$ cat src/rtl/vscale_mem_arbiter.sv
// ---------------------------------------------------------------------------
// vscale_mem_arbiter
//   Shares one external memory port between the instruction-fetch requester
//   (imem) and the load/store requester (dmem). One transaction is in flight
//   at a time; a new grant may be issued in the same cycle the outstanding
//   response returns, so back-to-back traffic needs no bubble.
//
//   Build option:
//     VSCALE_ARB_ROUND_ROBIN_EN  when both requesters are eligible, grant the
//                                one that did not win last time. Undefined:
//                                fixed priority, dmem over imem.
//
//   Ports:
//     clk, reset_n                        clock, async active-low reset
//     imem_req/addr -> imem_wait/rdata/badmem_e    fetch side
//     dmem_en/wen/size/addr/wdata -> dmem_wait/rdata/badmem_e  data side
//     mem_req/wen/size/addr/wdata, mem_ready       memory request channel
//     mem_rvalid/rdata/badmem_e                     memory response channel
//     arb_err                             sticky: response seen while idle
// ---------------------------------------------------------------------------
module vscale_mem_arbiter #(
  parameter int ADDR_WIDTH = 32,
  parameter int DATA_WIDTH = 32
) (
  input  logic                  clk,
  input  logic                  reset_n,
  input  logic                  imem_req,
  input  logic [ADDR_WIDTH-1:0] imem_addr,
  output logic                  imem_wait,
  output logic [DATA_WIDTH-1:0] imem_rdata,
  output logic                  imem_badmem_e,
  input  logic                  dmem_en,
  input  logic                  dmem_wen,
  input  logic [2:0]            dmem_size,
  input  logic [ADDR_WIDTH-1:0] dmem_addr,
  input  logic [DATA_WIDTH-1:0] dmem_wdata,
  output logic                  dmem_wait,
  output logic [DATA_WIDTH-1:0] dmem_rdata,
  output logic                  dmem_badmem_e,
  output logic                  mem_req,
  output logic                  mem_wen,
  output logic [2:0]            mem_size,
  output logic [ADDR_WIDTH-1:0] mem_addr,
  output logic [DATA_WIDTH-1:0] mem_wdata,
  input  logic                  mem_ready,
  input  logic                  mem_rvalid,
  input  logic [DATA_WIDTH-1:0] mem_rdata,
  input  logic                  mem_badmem_e,
  output logic                  arb_err
);

  typedef enum logic [1:0] {
    IDLE   = 2'd0,
    BUSY_I = 2'd1,
    BUSY_D = 2'd2
  } state_t;

  typedef struct packed {
    logic                  wen;
    logic [2:0]            size;
    logic [ADDR_WIDTH-1:0] addr;
    logic [DATA_WIDTH-1:0] wdata;
  } mem_cmd_t;

  localparam int         REQ_I      = 0;
  localparam int         REQ_D      = 1;
  localparam logic [2:0] FETCH_SIZE = 3'b010;

  state_t         state, state_nxt;
  logic           last_grant_d, last_grant_d_nxt;  // 1: dmem won last grant
  logic           arb_err_nxt;
  logic [1:0]     req, done, elig, grant;
  logic           slot_open;
  mem_cmd_t [1:0] cmd;
  mem_cmd_t       cmd_sel;

  assign req = {dmem_en, imem_req};

  // per-requester command as it would appear on the memory port
  always_comb begin
    cmd              = '0;
    cmd[REQ_I].wen   = 1'b0;
    cmd[REQ_I].size  = FETCH_SIZE;
    cmd[REQ_I].addr  = imem_addr;
    cmd[REQ_I].wdata = '0;
    cmd[REQ_D].wen   = dmem_wen;
    cmd[REQ_D].size  = dmem_size;
    cmd[REQ_D].addr  = dmem_addr;
    cmd[REQ_D].wdata = dmem_wdata;
  end

  // state register
  always_ff @(posedge clk or negedge reset_n) begin
    if (!reset_n) begin
      state        <= IDLE;
      last_grant_d <= 1'b1;
      arb_err      <= 1'b0;
    end else begin
      state        <= state_nxt;
      last_grant_d <= last_grant_d_nxt;
      arb_err      <= arb_err_nxt;
    end
  end

  // next state, grant selection and command mux
  always_comb begin
    done             = '0;
    elig             = '0;
    grant            = '0;
    slot_open        = 1'b0;
    cmd_sel          = '0;
    state_nxt        = state;
    last_grant_d_nxt = last_grant_d;
    arb_err_nxt      = arb_err;

    done[REQ_I] = (state == BUSY_I) && mem_rvalid;
    done[REQ_D] = (state == BUSY_D) && mem_rvalid;
    slot_open   = (state == IDLE) || (|done);
    // the completing requester can only reissue from the following cycle
    elig        = req & ~done;

    // reset_n gates the grant so mem_req is low for the whole reset window
    if (slot_open && reset_n) begin
      if (&elig) begin
`ifdef VSCALE_ARB_ROUND_ROBIN_EN
        grant = last_grant_d ? 2'b01 : 2'b10;
`else
        grant = 2'b10;
`endif
      end else begin
        grant = elig;
      end
    end

    if (grant[REQ_D])      cmd_sel = cmd[REQ_D];
    else if (grant[REQ_I]) cmd_sel = cmd[REQ_I];

    if ((|grant) && mem_ready) begin
      state_nxt        = grant[REQ_D] ? BUSY_D : BUSY_I;
      last_grant_d_nxt = grant[REQ_D];
    end else if (|done) begin
      state_nxt = IDLE;
    end

    if ((state == IDLE) && mem_rvalid) arb_err_nxt = 1'b1;
  end

  assign mem_req   = |grant;
  assign mem_wen   = cmd_sel.wen;
  assign mem_size  = cmd_sel.size;
  assign mem_addr  = cmd_sel.addr;
  assign mem_wdata = cmd_sel.wdata;

  // response routing: only the completing requester sees data/error
  logic [1:0][DATA_WIDTH-1:0] rsp_rdata;
  logic [1:0]                 rsp_err;

  for (genvar r = 0; r < 2; r++) begin : g_rsp
    assign rsp_rdata[r] = done[r] ? mem_rdata : '0;
    assign rsp_err[r]   = done[r] & mem_badmem_e;
  end

  assign imem_rdata    = rsp_rdata[REQ_I];
  assign imem_badmem_e = rsp_err[REQ_I];
  assign dmem_rdata    = rsp_rdata[REQ_D];
  assign dmem_badmem_e = rsp_err[REQ_D];

  assign imem_wait = imem_req & ~done[REQ_I];
  assign dmem_wait = dmem_en  & ~done[REQ_D];

  // last-grant always names the requester whose transaction is in flight
  assert property (@(posedge clk) disable iff (!reset_n)
                   (state != IDLE) |-> (last_grant_d == (state == BUSY_D)));

endmodule

$ cat config.mk
export PLATFORM = sky130hd
export DESIGN_NAME = vscale_mem_arbiter
export DESIGN_NICKNAME = d
export VERILOG_FILES = /design/src/rtl/vscale_mem_arbiter.sv
export SDC_FILE = /design/constraint.sdc
export NUM_CORES = 1
export LEC_CHECK = 0
export ABC_AREA = 1
export ABC_CLOCK_PERIOD_IN_PS = 2200
export CAP_MARGIN = 10
export CORE_AREA = 3 3 106 108
export CTS_CLUSTER_DIAMETER = 30
export DETAILED_ROUTE_END_ITERATION = 8
export DIE_AREA = 0 0 109 111
export PLACE_DENSITY = 0.64
export SLEW_MARGIN = 0
export SYNTH_ARGS = -nofsm -noshare
export SYNTH_HDL_FRONTEND = slang
export SYNTH_SLANG_ARGS = --single-unit
$ cat constraint.sdc
create_clock -name clk -period 2.2 [get_ports clk]
set_input_delay 0.22 -clock clk [delete_from_list [all_inputs] [get_ports clk]]
set_output_delay 0.22 -clock clk [all_outputs]
set_load 0.02 [all_outputs]
* Word level (Yosys, flattened, before mapping)
Index checks and enable logic that the tools add are counted.
Cells by class: $add $sub $neg 0, $mul 0, div/mod/pow operators 0, magnitude comparators 0, eq/ne operators 2, shift-type cells 0, multiplexer cells 9, bitwise operators 8, reduce and logical (&&, ||, !) cells 11
Operator list (number):
- $mux W68 | 1
- $mux W66 | 1
- $mux W32 | 2
- $mux W2 | 5
- $logic_and A1 B1 Y1 | 5
- $and A1 B1 Y1 | 4
- $reduce_or A2 Y1 | 2
- $and A2 B2 Y2 | 1
- $eq A2 B1 Y1 const B | 1
- $eq A2 B2 Y1 const B | 1
- $logic_not A2 Y1 | 1
- $not A1 Y1 | 2
- $not A2 Y2 | 1
- $reduce_and A2 Y1 | 1
- $reduce_bool A2 Y1 | 1
- $logic_or A1 B1 Y1 | 1
Word-level totals: register bits 3, bits in latches 0, bits in writable memories 0, bits in read-only memories 0, input bits 139, output and inout port bits 138, logic and storage cells 32, memories kept 0

* Depth between registers and ports, before layout
Gate-level depths: netlist of the first run.
word-level depth 10, depth in mapped cells 8, depth with buffers taken out 8

* Worst setup path after synthesis of the first run
No wires, ideal clock.
path kind reg-to-output, start register state[1], end output port mem_size[1], arrival 1.614 ns, required time 1.980 ns, path slack 0.366 ns, stages on the path, launching flop included 7, path buffers 0, cell sequence dfrtp_1 > inv_1 > nand3_2 > nand3_1 > nand2_1 > a21oi_1 > o21a_1
Between the ends: cells in the longest elaborated chain, start to end 9, elaborated cells on any way between the ends 15, those cells by class eq/ne: 2; mux: 4; bitwise: 2; reduce/logical: 7
RTL lines:
- start: declaration | line 69 | state_t state, state_nxt;
- start signal: assignment | line 99 | state <= state_nxt;
- $eq A2 B1 Y1 / $eq A2 B2 Y1 (equally long branches) | line 116, 117
- $logic_and A1 B1 Y1, on equally long branches | line 116, 117
- $not A2 Y2 | line 120 | elig = req & ~done;
- $and A2 B2 Y2 | line 120
- $reduce_and A2 Y1 | line 124 | if (&elig) begin
- $mux W2 | line 124
- $mux W2 * | line 123 | if (slot_open && reset_n) begin
- $mux W66 | line 136 | else if (grant[REQ_I]) cmd_sel = cmd[REQ_I];
- $mux W68 * | line 135 | if (grant[REQ_D]) cmd_sel = cmd[REQ_D];
- end: declaration | line 42 | output logic [2:0] mem_size,
Every way passes the cells marked *; elsewhere a longest branch is shown, timed or not.

* Worst setup path after layout of the first run
start register state[1], end output port mem_wdata[8]
Between the ends: cells in the longest elaborated chain, start to end 8, elaborated cells on any way between the ends 14, those cells by class eq/ne: 2; mux: 3; bitwise: 2; reduce/logical: 7
RTL lines:
- $eq A2 B1 Y1 / $eq A2 B2 Y1 (equally long branches) | line 116, 117
- $logic_and A1 B1 Y1, on equally long branches | line 116, 117
- $not A2 Y2 | line 120
- $and A2 B2 Y2 | line 120
- $reduce_and A2 Y1 | line 124
- $mux W2 | line 124
- $mux W2 * | line 123
- $mux W68 * | line 135
- end: declaration | line 44 | output logic [DATA_WIDTH-1:0] mem_wdata,
Marked as above.

==> metrics.txt, run 1 <==
fin cells 729; Worst R2R Path Depth 11; internal reg-to-reg setup slack 650 ps; final wirelength 9272 µm; Sw Share 0.5001; Area Overhead vs Synth 243.3%; RePlAce Congestion 0.8467; commonest non-fill, non-tap cells in the layout clkdlybuf4s50_1, nand2_1, nor2_1; CP Class reg -> out; CP Max Fanout 22; largest family of logic cells by synthesized area simple AND/OR/NAND/NOR gates; Max-cap violations 0; Final Cycle Share 0.9570; remaining antenna violation count 0; hold crit path type in -> async; Seq. cell area 75.07 µm²; sequential share of power 0.040; CTS max path bufs 2; largest net degree at the start of global routing 35; most congested layer reported by global routing met2; Worst path slowest cell dfrtp_1; DR iter-0 viols 116; clock sink count 3; Starting Density 0.1248; Synth Area in Compound Gates 0.01650; Placed Instance Area 4294 µm²; io pins 277; final design instance area without fill 4424 µm²; CTS tree yes; Max-slew headroom 0.7665; # diodes 0; core area 10320 µm²; Rows 37; GRT overflow 0; vias around 2.8k; Worst Setup SP state[1]; share of layout cells above drive strength 1 0.1113; GRT met1 Usage 0.1492; Final Skew 0.5446 ps; DRC violations left 0; HPWL after DPL 7415 µm; met2 GRT Util 0.2596; Num CTS Buffers 3; final setup fails 0; DR pass1 iterations 4; register area share after synthesis 0.05825; clk_lat worst skew 220 ps; WP buf/inv 5; Pint 0.001111 W; PD cells 502.2 nW/µm²; Die ar. 12100 µm²; filler cell count 1072; Final nets roughly 730; Synth Cell Area between 1000 and 1500 µm²; VDD IR max 247.0 µV; CP Depth 9; area of the multi-input gates 867.1 µm²; Worst Setup End Kind output port; delay-heaviest family, CP buffers and inverters; max-slew violation count 0; Setup crit start kind flip-flop; post-synth net total 447; Crit path largest cell delay 390 ps; GR Util met3 0.05183; fin util 0.4286; Arr. time, crit path ~1900 ps; chip height 111 µm; Mapped Cells just over 300; Logic pwr share 0.887; Slew @ Worst Pin approximately 350 ps; crit path cell chain buf_4, nand3_2, nand2_1, buf_4, nor2_4, inv_2, buf_12, nor2_1, dlygate4sd2_1; Root Driver clkbuf_8; #FFs+latches synth 3; Simple-Gate Fraction of Synth Area 0.6544; Hold Fails Final Rpt 0; FF-to-FF End state[0]; vias per cell 3.829; status completed; commonest non-fill, non-tap cell in the layout clkdlybuf4s50_1; Net Switching 0.001111 W; R2R Path Start state[1]; xor-xnor portion of the synthesized cell area 0; post-route minimum period 2105 ps; Post-Synth Adder-Cell Area 0; first-pass GRT wire length 13680 µm; Fmax 0.4750 GHz; Yosys warning count 0; cell repeated most along the worst path buf_4; Port Buffer Count 276; crit path to mem_wdata[8]; initial antenna violation count 0; CP required 1980 ps; number of distinct library cells after synthesis 16; Die X between 100 and 150 µm; vias in the first global route 2800; Pleak 2.841 nW; DP Cell Count 718; syn_area_per_cell 4.184 µm²; clock-pin slew on the worst setup and hold paths 30 ps; WL/cell 12.72 µm; htree depth 1; mux cell area share after synthesis 0; gr usage total 0.1380; Clk pwr share 0.072; Setup TNS 0 ps
-- power by group through the flow --
| stage | clock network [W] | logic, W | registers, W |
|---|---|---|---|
| 6_report | 0.000161 | 0.00197 | 0.0000897 |
| 2_1_floorplan | 0 | 0.000925 | 0.0000852 |
| 3_3_place_gp | 0 | 0.00204 | 0.0000884 |
| 3_5_place_dp | 0 | 0.00204 | 0.0000895 |
| 4_1_cts | 0.000165 | 0.00202 | 0.0000902 |
| 5_1_grt | 0.000175 | 0.00213 | 0.0000907 |
-- cell families (layout without fill, tap and decap cells) --
kind of cell / count (synthesis) / after routing
buffers and inverters: 88 / 373
flip-flops: 3 / 3
AND/OR/NAND/NOR: 214 / 214
AO/OA/AOI/OAI: 3 / 3
-- worst min-delay path by stage --
| stage | endpoint | slack, ps | depth (start not counted) |
|---|---|---|---|
| final | state[0] | 330 | 2 |
| after global routing | state[1] | 350 | 2 |
| after CTS | state[1] | 330 | 2 |
| after detailed placement | arb_err | 460 | 1 |
| after global placement | arb_err | 470 | 1 |
| after floorplan | arb_err | -80 | 0 |
-- worst reg2reg max path: cells and delay by family (launching register included) --
kind                   cells  cell delay (ps)
buffers and inverters      5              650
DFF                        1              390
and+or+nand+nor            5              390
AOI/OAI and AO/OA          1               50
-- flip-flops by register name (all words and copies together), names as in the netlist --
| register | cells |
|---|---|
| state | 2 |
| arb_err | 1 |
-- metal layers --
metal,routed length (µm),share of wire
met1,3360,0.36
met5,0,0
met2,4583,0.49
met4,27,0.0029
met3,1300,0.14
-- cell type report --
type,count,share of cell area
repair buffers,296,0.6765
multi-input cells,217,0.1960
inverters,73,0.06193
well taps,136,0.03846
flip-flops and latches,3,0.01697
clock buffers,4,0.01018
-- repair_timing --
action                                  in CTS  in global routing
hold buffers                                 0                  0
endpoints found under the setup margin     102                 65
buffers inserted                             1                  4
resized for setup                          139                 65
pin swaps                                    1                  1
cloned                                       2                  0
-- synth_stat cells --
| cell | instances | area [µm²] |
|---|---|---|
| and2_1 | 1 | 6.260 |
| inv_1 | 70 | 262.8 |
| clkbuf_1 | 6 | 22.52 |
| dfrtp_1 | 3 | 75.07 |
| buf_2 | 6 | 30.03 |
| nor2_4 | 1 | 11.26 |
| nand3_1 | 4 | 20.02 |
| nor3_4 | 1 | 16.27 |
| a21oi_1 | 1 | 5.000 |
| inv_2 | 3 | 11.26 |
| nand3_2 | 2 | 20.02 |
| o21a_1 | 1 | 7.510 |
| buf_4 | 3 | 22.52 |
| a31o_2 | 1 | 8.760 |
| nand2_1 | 104 | 390.4 |
| nor2_1 | 101 | 379.1 |
-- metrics by stage --
| stage | hold WS [ps] | power (W) | worst slack, ps |
|---|---|---|---|
| after global placement | 470.3 | 0.002132 | -273.2 |
| final | 333.0 | 0.002222 | 94.52 |
| after CTS | 325.8 | 0.002270 | -51.33 |
| after floorplan | -75.59 | 0.001010 | 365.7 |
| after global routing | 349.3 | 0.002393 | -32.61 |
| after detailed placement | 458.7 | 0.002134 | -313.6 |
Note: power is estimated with default switching activity, not from simulation.
==> run 2, diff against run 1 <==
Settings changed: CAP_MARGIN 10 to default.
==> results of run 2 <==
No change in the layout: final DEF, timing and power equal those of run 1.
==> run 3, diff against run 2 <==
Settings changed: ABC_CLOCK_PERIOD_IN_PS 2200 to 2400.
Clock period 2.2 ns to 2.4 ns, I/O delays scaled along.
==> run 3 against run 2 <==
Compared with the run above:
- global-route usage decreased by 0.27 points
- final cell count decreased by 0.96%
- critical path depth decreased by 3
- critical path type is now in -> out
- largest power group unchanged
==> metrics.txt, run 3 (synthesis gave the netlist of run 1 again) <==
status completed; Setup TNS 0 ps; io pins 277; commonest non-fill, non-tap cell in the layout clkdlybuf4s50_1; clk_lat worst skew 220 ps; first-pass GRT wire length between 10000 and 15000 µm; CP Max Fanout 34; Largest regs state (2), arb_err (1); met1 WL roughly 3200 µm; WP buf/inv 4; worst slack, placed -136.3 ps; gr usage total 0.1353; Hold Fails Final Rpt 0; RePlAce Congestion 0.8466; Pleak between 2 and 2.5 nW; uppermost routed layer met4; Crit path largest cell delay 630 ps; largest net degree at the start of global routing 35; clock sink count 3; final setup fails 0; fin cells 722; commonest non-fill, non-tap cells in the layout clkdlybuf4s50_1, nand2_1, nor2_1; Reg with most FFs state; crit path cell chain clkdlybuf4s50_1, nand3_2, buf_4, buf_4, nor2_1, clkdlybuf4s50_1; # diodes 0; routed length on met2 4300 µm; Final Cycle Share 0.9493; Max-cap violations 0; FF-to-FF End state[0]; delay-heaviest family, CP buffers and inverters; initial antenna violation count 0; final wirelength 8943 µm; number of flip-flops in the largest register 2; Setup crit start kind input pin; Die ar. 12100 µm²; setup bufs post-CTS 0; HPWL after DPL 7496 µm; PD cells approximately 460 nW/µm²; area of the multi-input gates 864.6 µm²; chip height about 110 µm; Die X approximately 110 µm; max-slew violation count 0; Final WS setup 121.6 ps; Seq. cell area 75.07 µm²; length of routed met3 wiring 1371 µm; Slew @ Worst Pin 341.8 ps; DR pass1 iterations 4; Max-slew headroom 0.7721; Rows 37; vias per cell 3.824; vias in the first global route 2723; Port Buffer Count 276; internal reg-to-reg setup slack 840 ps; Starting Density 0.1248; Worst Setup End Kind output port; share of layout cells above drive strength 1 0.04096; Placed Instance Area 4294 µm²; DR iter-0 viols 186; R2R Path Start state[1]; CTS tree yes; Area Overhead vs Synth 231.5%; CP Class in -> out; Final Skew between 1 and 1.5 ps; Worst path slowest cell clkdlybuf4s50_1; vias ~2.8k; Fmax 0.4389 GHz; htree depth 1; filler cell count about 1.1k; GRT overflow 0; Worst R2R Path Depth 11; hold crit path type in -> async; DP Cell Count 718; hold slack 316.4 ps; VDD IR max 198.3 µV; final design instance area without fill 4272 µm²; CTS max path bufs 2; Final nets between 700 and 800; core area 10320 µm²; RSZ-0062 raised after global routing no; Arr. time, crit path about 2000 ps; DRC violations left 0; CP required 2160 ps; remaining antenna violation count 0; Root Driver clkbuf_8; Num CTS Buffers 3; WL/cell 12.39 µm; clock-pin slew on the worst setup and hold paths 30 ps; post-route minimum period around 2300 ps; CTS Hold Buffers Added 0
[run 3: routing by layer]
| layer | track usage | vias up |
|---|---|---|
| li1 | - | 1406 |
| met1 | 0.1427 | 1179 |
| met2 | 0.2469 | 169 |
| met3 | 0.05766 | 7 |
| met4 | 0.02609 | 0 |
| met5 | 0 | - |
[run 3: where the power goes]
group          internal (W)  leakage (nW)  switching, W  total [W]
Clock              0.000114        0.0228     0.0000406   0.000154
Combinational      0.000794          2.31      0.000944    0.00174
Sequential        0.0000656        0.0345     0.0000162  0.0000817
[run 3: metrics by stage]
step,util,total power [W]
4_1_cts,0.4121,0.002002
3_3_place_gp,0.4160,0.001954
5_1_grt,0.4138,0.002126
6_report,0.4138,0.001975
2_1_floorplan,-,0.0009259
3_5_place_dp,0.4160,0.001962
[run 3: final cells by class]
type / instances / share of cell area
repair buffers: 289 / 0.6655
multi-input cells: 217 / 0.2024
inverters: 73 / 0.06415
well taps: 136 / 0.03984
flip-flops and latches: 3 / 0.01757
clock buffers: 4 / 0.01054
[run 3: worst register-to-register path, stage by stage, from the launching register on]
cell and delay, ps:
dfrtp_1 400, inv_1 120, nand3_2 80, buf_4 140, nand2_1 110, buf_4 140
a21oi_1 50, buf_4 150, buf_4 130, nand2_1 60, nand3_1 70, nand2_1 60
[run 3: how the worst max path moves through the flow]
stage | startpoint | to | cells past startpoint
detailed placement | mem_rvalid | mem_size[1] | 8
global route | mem_rvalid | mem_addr[30] | 9
floorplan | state[1] | mem_size[1] | 6
global placement | mem_rvalid | mem_size[1] | 8
finish | mem_rvalid | imem_rdata[24] | 6
CTS | mem_rvalid | imem_rdata[23] | 6
[run 3: what timing repair did]
action,4_1_cts,5_1_grt
gates resized for setup,68,12
hold endpoints to repair,0,0
setup endpoints to repair,68,12
pin swaps,0,0
